### src/rtl/imm_decode_if.sv
// Handshake bundle for the immediate-decode stage: upstream instruction
// side and downstream decoded-entry side.
interface imm_decode_if #(parameter int XLEN = 32);
  logic            in_valid;
  logic            in_ready;
  logic [31:0]     instr;
  logic [XLEN-1:0] pc;
  logic            out_valid;
  logic            out_ready;
  logic [XLEN-1:0] imm;
  logic [2:0]      imm_type;
  logic [XLEN-1:0] target;
  logic [XLEN-1:0] pc_out;
  logic            illegal;

  modport master (
    output in_valid, instr, pc, out_ready,
    input  in_ready, out_valid, imm, imm_type, target, pc_out, illegal
  );

  modport slave (
    input  in_valid, instr, pc, out_ready,
    output in_ready, out_valid, imm, imm_type, target, pc_out, illegal
  );
endinterface

### src/rtl/imm_decode_stage.sv
// Registered RISC-V immediate generator: opcode-driven format decode, sign
// extension, pc+imm target, behind a main+skid buffer so in_ready is a flop.
module imm_decode_stage #(
  parameter int XLEN = 32
) (
  input  logic         clk,
  input  logic         reset,
  input  logic         flush,
  imm_decode_if.slave  bus
);

  localparam logic [2:0] T_I    = 3'd0;
  localparam logic [2:0] T_S    = 3'd1;
  localparam logic [2:0] T_B    = 3'd2;
  localparam logic [2:0] T_J    = 3'd3;
  localparam logic [2:0] T_U    = 3'd4;
  localparam logic [2:0] T_NONE = 3'd5;

  typedef struct packed {
    logic [XLEN-1:0] imm;
    logic [2:0]      imm_type;
    logic [XLEN-1:0] target;
    logic [XLEN-1:0] pc;
    logic            illegal;
  } entry_t;

  function automatic logic signed [XLEN-1:0] sext_xlen(input logic signed [31:0] v);
    return XLEN'(v);
  endfunction

  logic signed [31:0] imm32_p0;
  logic signed [XLEN-1:0] immx_p0;
  entry_t dec_p0;
  entry_t main_p1, skid_p1;
  logic   main_vld_p1, skid_vld_p1;
  logic   s;
  logic   accept, drain;

  assign s = bus.instr[31];

  always_comb begin
    dec_p0            = '0;
    imm32_p0          = '0;
    dec_p0.imm_type   = T_NONE;
    case (bus.instr[6:0])
      7'b0000011, 7'b0010011, 7'b1100111, 7'b1110011: begin
        dec_p0.imm_type = T_I;
        imm32_p0 = {{20{s}}, bus.instr[31:20]};
      end
      7'b0100011: begin
        dec_p0.imm_type = T_S;
        imm32_p0 = {{20{s}}, bus.instr[31:25], bus.instr[11:7]};
      end
      7'b1100011: begin
        dec_p0.imm_type = T_B;
        imm32_p0 = {{19{s}}, s, bus.instr[7], bus.instr[30:25], bus.instr[11:8], 1'b0};
      end
      7'b1101111: begin
        dec_p0.imm_type = T_J;
        imm32_p0 = {{11{s}}, s, bus.instr[19:12], bus.instr[20], bus.instr[30:21], 1'b0};
      end
      7'b0110111, 7'b0010111: begin
        dec_p0.imm_type = T_U;
        imm32_p0 = {bus.instr[31:12], 12'b0};
      end
      7'b0110011: dec_p0.imm_type = T_NONE;
      default:    dec_p0.illegal  = 1'b1;
    endcase
    immx_p0       = sext_xlen(imm32_p0);
    dec_p0.imm    = immx_p0;
    dec_p0.pc     = bus.pc;
    dec_p0.target = bus.pc + immx_p0;
  end

  assign accept = bus.in_valid & ~skid_vld_p1;
  assign drain  = main_vld_p1 & bus.out_ready;

  // ---- p0 -> p1: main/skid buffer; skid only fills when main is stalled ----
  always_ff @(posedge clk) begin
    if (reset) begin
      main_vld_p1 <= 1'b0;
      skid_vld_p1 <= 1'b0;
      main_p1     <= '0;
      skid_p1     <= '0;
    end else if (flush) begin
      main_vld_p1 <= 1'b0;
      skid_vld_p1 <= 1'b0;
    end else if (drain) begin
      if (skid_vld_p1) begin
        main_p1     <= skid_p1;
        skid_vld_p1 <= 1'b0;
      end else if (accept) begin
        main_p1     <= dec_p0;
      end else begin
        main_vld_p1 <= 1'b0;
      end
    end else if (accept) begin
      if (!main_vld_p1) begin
        main_p1     <= dec_p0;
        main_vld_p1 <= 1'b1;
      end else begin
        skid_p1     <= dec_p0;
        skid_vld_p1 <= 1'b1;
      end
    end
  end

  assign bus.in_ready  = ~skid_vld_p1;
  assign bus.out_valid = main_vld_p1;
  assign bus.imm       = main_p1.imm;
  assign bus.imm_type  = main_p1.imm_type;
  assign bus.target    = main_p1.target;
  assign bus.pc_out    = main_p1.pc;
  assign bus.illegal   = main_p1.illegal;

endmodule

### src/flat_wrapper.sv
// flat-port wrapper written by rule: the top's interface ports become plain ports
module imm_decode_stage_flat 
#(
  parameter int XLEN = 32
)
  (clk, reset, flush, bus_in_valid, bus_instr, bus_pc, bus_out_ready, bus_in_ready, bus_out_valid, bus_imm, bus_imm_type, bus_target, bus_pc_out, bus_illegal);
  imm_decode_if #(.XLEN(XLEN)) bus_i ();
  input  logic clk;
  input  logic reset;
  input  logic flush;
  input wire logic [$bits(bus_i.in_valid)-1:0] bus_in_valid;
  input wire logic [$bits(bus_i.instr)-1:0] bus_instr;
  input wire logic [$bits(bus_i.pc)-1:0] bus_pc;
  input wire logic [$bits(bus_i.out_ready)-1:0] bus_out_ready;
  output wire logic [$bits(bus_i.in_ready)-1:0] bus_in_ready;
  output wire logic [$bits(bus_i.out_valid)-1:0] bus_out_valid;
  output wire logic [$bits(bus_i.imm)-1:0] bus_imm;
  output wire logic [$bits(bus_i.imm_type)-1:0] bus_imm_type;
  output wire logic [$bits(bus_i.target)-1:0] bus_target;
  output wire logic [$bits(bus_i.pc_out)-1:0] bus_pc_out;
  output wire logic [$bits(bus_i.illegal)-1:0] bus_illegal;
  assign bus_i.in_valid = bus_in_valid;
  assign bus_i.instr = bus_instr;
  assign bus_i.pc = bus_pc;
  assign bus_i.out_ready = bus_out_ready;
  assign bus_in_ready = bus_i.in_ready;
  assign bus_out_valid = bus_i.out_valid;
  assign bus_imm = bus_i.imm;
  assign bus_imm_type = bus_i.imm_type;
  assign bus_target = bus_i.target;
  assign bus_pc_out = bus_i.pc_out;
  assign bus_illegal = bus_i.illegal;
  imm_decode_stage #(.XLEN(XLEN)) u_core (.clk(clk), .reset(reset), .flush(flush), .bus(bus_i));
endmodule
### config.mk
export PLATFORM = sky130hd
export DESIGN_NAME = imm_decode_stage_flat
export DESIGN_NICKNAME = d
export VERILOG_FILES = /design/src/rtl/imm_decode_if.sv /design/src/rtl/imm_decode_stage.sv /design/src/flat_wrapper.sv
export SDC_FILE = /design/constraint.sdc
export NUM_CORES = 1
export LEC_CHECK = 0
export ABC_AREA = 1
export BUFFER_PORTS_ARGS = -buffer_cell sky130_fd_sc_hd__buf_4
export CELL_PAD_IN_SITES_DETAIL_PLACEMENT = 1
export CELL_PAD_IN_SITES_GLOBAL_PLACEMENT = 1
export CORE_MARGIN = 1
export CORE_UTILIZATION = 43
export DETAILED_ROUTE_END_ITERATION = 16
export GPL_ROUTABILITY_DRIVEN = 0
export GPL_TIMING_DRIVEN = 0
export PLACE_DENSITY = 0.9
export SYNTH_ARGS = -nofsm -noshare
export SYNTH_HDL_FRONTEND = slang
export SYNTH_SLANG_ARGS = --single-unit
### constraint.sdc
create_clock -name clk -period 4.3 [get_ports clk]
set_input_delay 0.645 -clock clk [delete_from_list [all_inputs] [get_ports clk]]
set_output_delay 0.645 -clock clk [all_outputs]
set_load 0.1 [all_outputs]
* After elaboration in Yosys (flattened, before gate mapping)
Cells that the tools add are included. Widths: inputs -> output; s select.
Word-level totals: register bits after elaboration 202, input bits 69, logic and storage cells 54
Operators by class: add/sub/neg operators 1, equality and inequality tests 13, muxes and demuxes 12, bitwise operators 5, reduce and logical (&&, ||, !) cells 11
Operators with widths (count):
- $mux 100 | 5
- $pmux 32 s5 | 1
- $add 32x32->32 | 1
- $eq 7x7->1 const B | 4
- $eq 7x6->1 const B | 3
- $pmux 3 s5 | 1
- $eq 7x5->1 const B | 2
- $reduce_or 10->1 | 1
- $reduce_and 4->1 | 2
- $eq 7x2->1 const B | 1
- $ne 2x2->1 const B | 3
- $mux 1 | 5
- $reduce_bool 2->1 | 2
- $reduce_or 2->1 | 2
- $reduce_or 4->1 | 1
- $not 1->1 | 3
- $reduce_and 3->1 | 1
- $reduce_or 3->1 | 1
- $and 1x1->1 | 2
- $reduce_and 2->1 | 1

* Longest topological paths before layout
depth after elaboration 7, depth in mapped cells 23, gate-level depth less buffers 23

* Least setup slack after synthesis
OpenSTA, ideal clock, no wires.
kind input -> register, start in bus_instr[1], end reg u_core.main_p1, in the netlist u_core.bus.target[28], setup time 0.132 ns, arrival 2.857 ns, required time 4.168 ns, path slack 1.311 ns, stages 19, cells stage by stage nand2_2 > nor2_4 > nand3_1 > o21ai_0 > ha_1 > inv_1 > fa_1 > inv_1 > nand3_1 > nand3_1 > nand2_1 > nand2_1 > nand2_1 > nand2_1 > nand2_1 > nand3_1 > nand3_1 > nand2_1 > a21oi_1
RTL lines:
- from (decl) | RTL line flat_wrapper.sv:12 | input wire logic [$bits(bus_i.instr)-1:0] bus_instr;
- to (signal assigned) | RTL line imm_decode_stage.sv:90 | main_p1 <= skid_p1;
- to (signal assigned) | RTL line imm_decode_stage.sv:93 | main_p1 <= dec_p0;
- to (signal assigned) | RTL line imm_decode_stage.sv:99 | main_p1 <= dec_p0;
- to (decl) | RTL line imm_decode_stage.sv:34 | entry_t main_p1, skid_p1;

==> results_dict.tcl <==
set metrics [dict create \
    fin_crit_ns 3.643 \
    switchingPower_mw 1.691 \
    intPower_mw 3.283 \
    synth_seq_area_share 0.3757 \
    async_reset_ff_frac 0 \
    fillers 3311 \
    drt-pass1-iter-count 5 \
    yosys.area.top_type "dfxtp_1" \
    maxSlewViolCount 0 \
    setup_viol 0 \
    p_leak_nw 6.868 \
    clockBufferDepth 3 \
    syn_inst 1645 \
    synth-edff-count 0 \
    drive_gt1_frac 0.1483 \
    synthFlopType "dfxtp_1" \
    syn_area_per_cell_um2 6.543 \
    syn-num-nets 1746 \
    vias 12160 \
    yosysWarnings 0 \
    p_per_area_nw_per_um2 378.3 \
    holdWs_ns 0.3784 \
    cts-root-buf "clkbuf_16" \
    synth.most_common_cell "nand2_1" \
    core_um2 24460 \
    cpMostUsedCell "nand2_1" \
    syn_to_final_growth_pct 22.17 \
    grt_max_degree 13 \
    pwr-share-comb 0.217 \
    use_met3 0.05455 \
    rows 57 \
    cpMaxStageDelayCell "o21ai_0" \
    drc 0 \
    antenna_found_initial 1 \
    utilization 0.5375 \
    synthTopCellsByArea "dfxtp_1 38%, nand2_1 13%, nor2_1 8.7%" \
    critPathTopFamily "simple AND/OR/NAND/NOR gates" \
    path_clk_slew_ns 0.06 \
    ios 171 \
    worst_slew_pin_slew_ns 1.110 \
    worstPathMaxFanout 5 \
    dp_hpwl_um 32800 \
    ir_drop_v 0.0002549 \
    regToRegSetupSlack_ns 2.13 \
    ys_ff_latch 202 \
    cts.sinks 202 \
    cp.arrival_ns 4.08 \
    fin_skew_ns 0.01482 \
    grt_pass1_wl_um 67310 \
    post_cts_buffers 0 \
    rsz0062_at_grt "false" \
    synth_cell_types 41 \
    min_period_over_period 0.8473 \
    cap_viol_max_count 0 \
    drtIter0Drc 785 \
    fmax_ghz 0.2745 \
    power_mw 4.974 \
    start_util 0.4400 \
    path_cells "buf_4 > inv_2 > nand2_2 > nor2_4 > nand3_1 > o21ai_0 > ha_1 > inv_1 > fa_1 > inv_1 > nand3_1 > nand3_1 > nand2_1 > nand2_1 > nand2_1 > nand2_1 > xor2_1 > nand2_1 > a21oi_1" \
    worst_ep_required_time_ns 4.74 \
    drt-wirelength-per-cell_um 19.94 \
    yosys.area.top_type_share 0.3757 \
    setup-tns-final_ns 0 \
    status "finished, final reports clean" \
    ant_nets 0 \
    clockPowerShare 0.382 \
    top_usage_layer "met2" \
    maxSlewHeadroom 0.2599 \
    swShare 0.3401 \
    gr-total-overflow 0 \
    setup.worst_path.class "input pin to flop" \
    numCtsBuffers 23 \
    pwr-share-seq 0.402 \
    port_buffers 169 \
    nNetsFinal 1940 \
    max_stage_delay_ns 0.52 \
    endpoint_kind "flop" \
    cts_resized 0 \
    grt_usage 0.3343 \
    synthTopCellsByCount "370 x nand2_1, 250 x nor2_1, 202 x dfxtp_1" \
    insertion_delay_ns 0.52 \
    routed_wirelength_um 43440 \
    dieArea_um2 25670 \
    die-height_um 160.2 \
    cts_htree_levels 1 \
    viasPerCell 5.581 \
    die_w_um 160.2 \
    use_met1 0.4029 \
    min_path_type "input pin to flop" \
    cts_tree "yes" \
    use_met2 0.5646 \
    path_buf_inv 4 \
    hold_viol 0 \
    grt_pass1_vias 12370 \
    cts-hold-fix-buffers 0 \
    worst_setup_path_start_kind "input pin" \
    syn-cell-area_um2 10760 \
]
==> metal layers <==
metal / share of wire / vias up
li1: - / 5694
met1: 0.40 / 5865
met2: 0.47 / 467
met3: 0.072 / 134
met4: 0.057 / 0
met5: 0 / -
==> registers in the layout (all words and copies together), names as in the netlist <==
| register | flops |
|---|---|
| u_core.bus.illegal | 1 |
| u_core.bus.imm | 32 |
| u_core.bus.imm_type | 3 |
| u_core.bus.out_valid | 1 |
| u_core.bus.pc_out | 32 |
| u_core.bus.target | 32 |
| u_core.skid_p1 | 100 |
| u_core.skid_vld_p1 | 1 |
==> layout by cell type (no fill, tap or decap), types with 26 or more instances in the layout <==
| cell | instances |
|---|---|
| nand2_1 | 370 |
| nor2_1 | 250 |
| dfxtp_1 | 202 |
| inv_1 | 180 |
| buf_4 | 171 |
| o21ai_0 | 169 |
| a21oi_1 | 148 |
| nand3_1 | 61 |
| clkbuf_1 | 55 |
| a31oi_1 | 34 |
| ha_1 | 31 |
| buf_2 | 26 |
==> path summary, 6_finish.rpt <==
kind,startpoint,to,cells past startpoint
max,bus_instr[3],u_core.bus.target[14],19
min,bus_pc[28],u_core.skid_p1[29],3
max reg2reg,u_core.bus.out_valid,u_core.bus.pc_out[21],7
min reg2reg,u_core.bus.target[26],u_core.bus.target[26],2
==> tightest hold or removal path, stage by stage <==
cell and delay [ns]:
buf_4 0.10, nor2_1 0.04, nor2_1 0.08
==> power groups by stage <==
stage / Clock [mW] / Sequential, mW / Combinational [mW]
after floorplan: 0 / 2.47 / 0.307
after global placement: 0 / 2.03 / 1.04
after detailed placement: 0 / 2.04 / 1.06
after CTS: 1.90 / 2.00 / 1.07
after global routing: 1.99 / 2.00 / 1.13
final: 1.90 / 2.00 / 1.08
==> stage by stage <==
step / cell area [um^2] / cells / worst slack [ns]
after floorplan: 10760 / 1645 / 1.311
after global placement: 12440 / 2138 / 0.3562
after detailed placement: 12440 / 2138 / 0.2779
after CTS: 13150 / 2178 / 0.7913
after global routing: 13150 / 2178 / 0.4816
final: 13150 / 2179 / 0.6567
==> layout make-up <==
cell class | instances | area [um^2] | area share
clock buffers | 35 | 680.7 | 0.05177
inverters | 186 | 698.2 | 0.05310
well taps | 324 | 405.4 | 0.03083
plain buffers | 87 | 381.6 | 0.02902
multi-input cells | 1170 | 5639 | 0.4289
flip-flops and latches | 202 | 4044 | 0.3075
clock inverters | 5 | 28.78 | 0.002189
diodes | 1 | 2.502 | 0.0001903
repair buffers | 169 | 1269 | 0.09649
==> logic make-up (layout without fill, tap and decap cells) <==
kind of cell,after synthesis,after routing,synth area share
and+or+nand+nor,722,722,0.2718
AOI/OAI and AO/OA,400,400,0.2011
buffers and inverters,273,482,0.1003
DFF,202,202,0.3757
adders and majority gates,32,32,0.03790
xor gates and xnor gates,15,15,0.01221
muxes,1,1,0.0009301
other,0,1,0
Note: power is estimated with default switching activity, not from simulation.
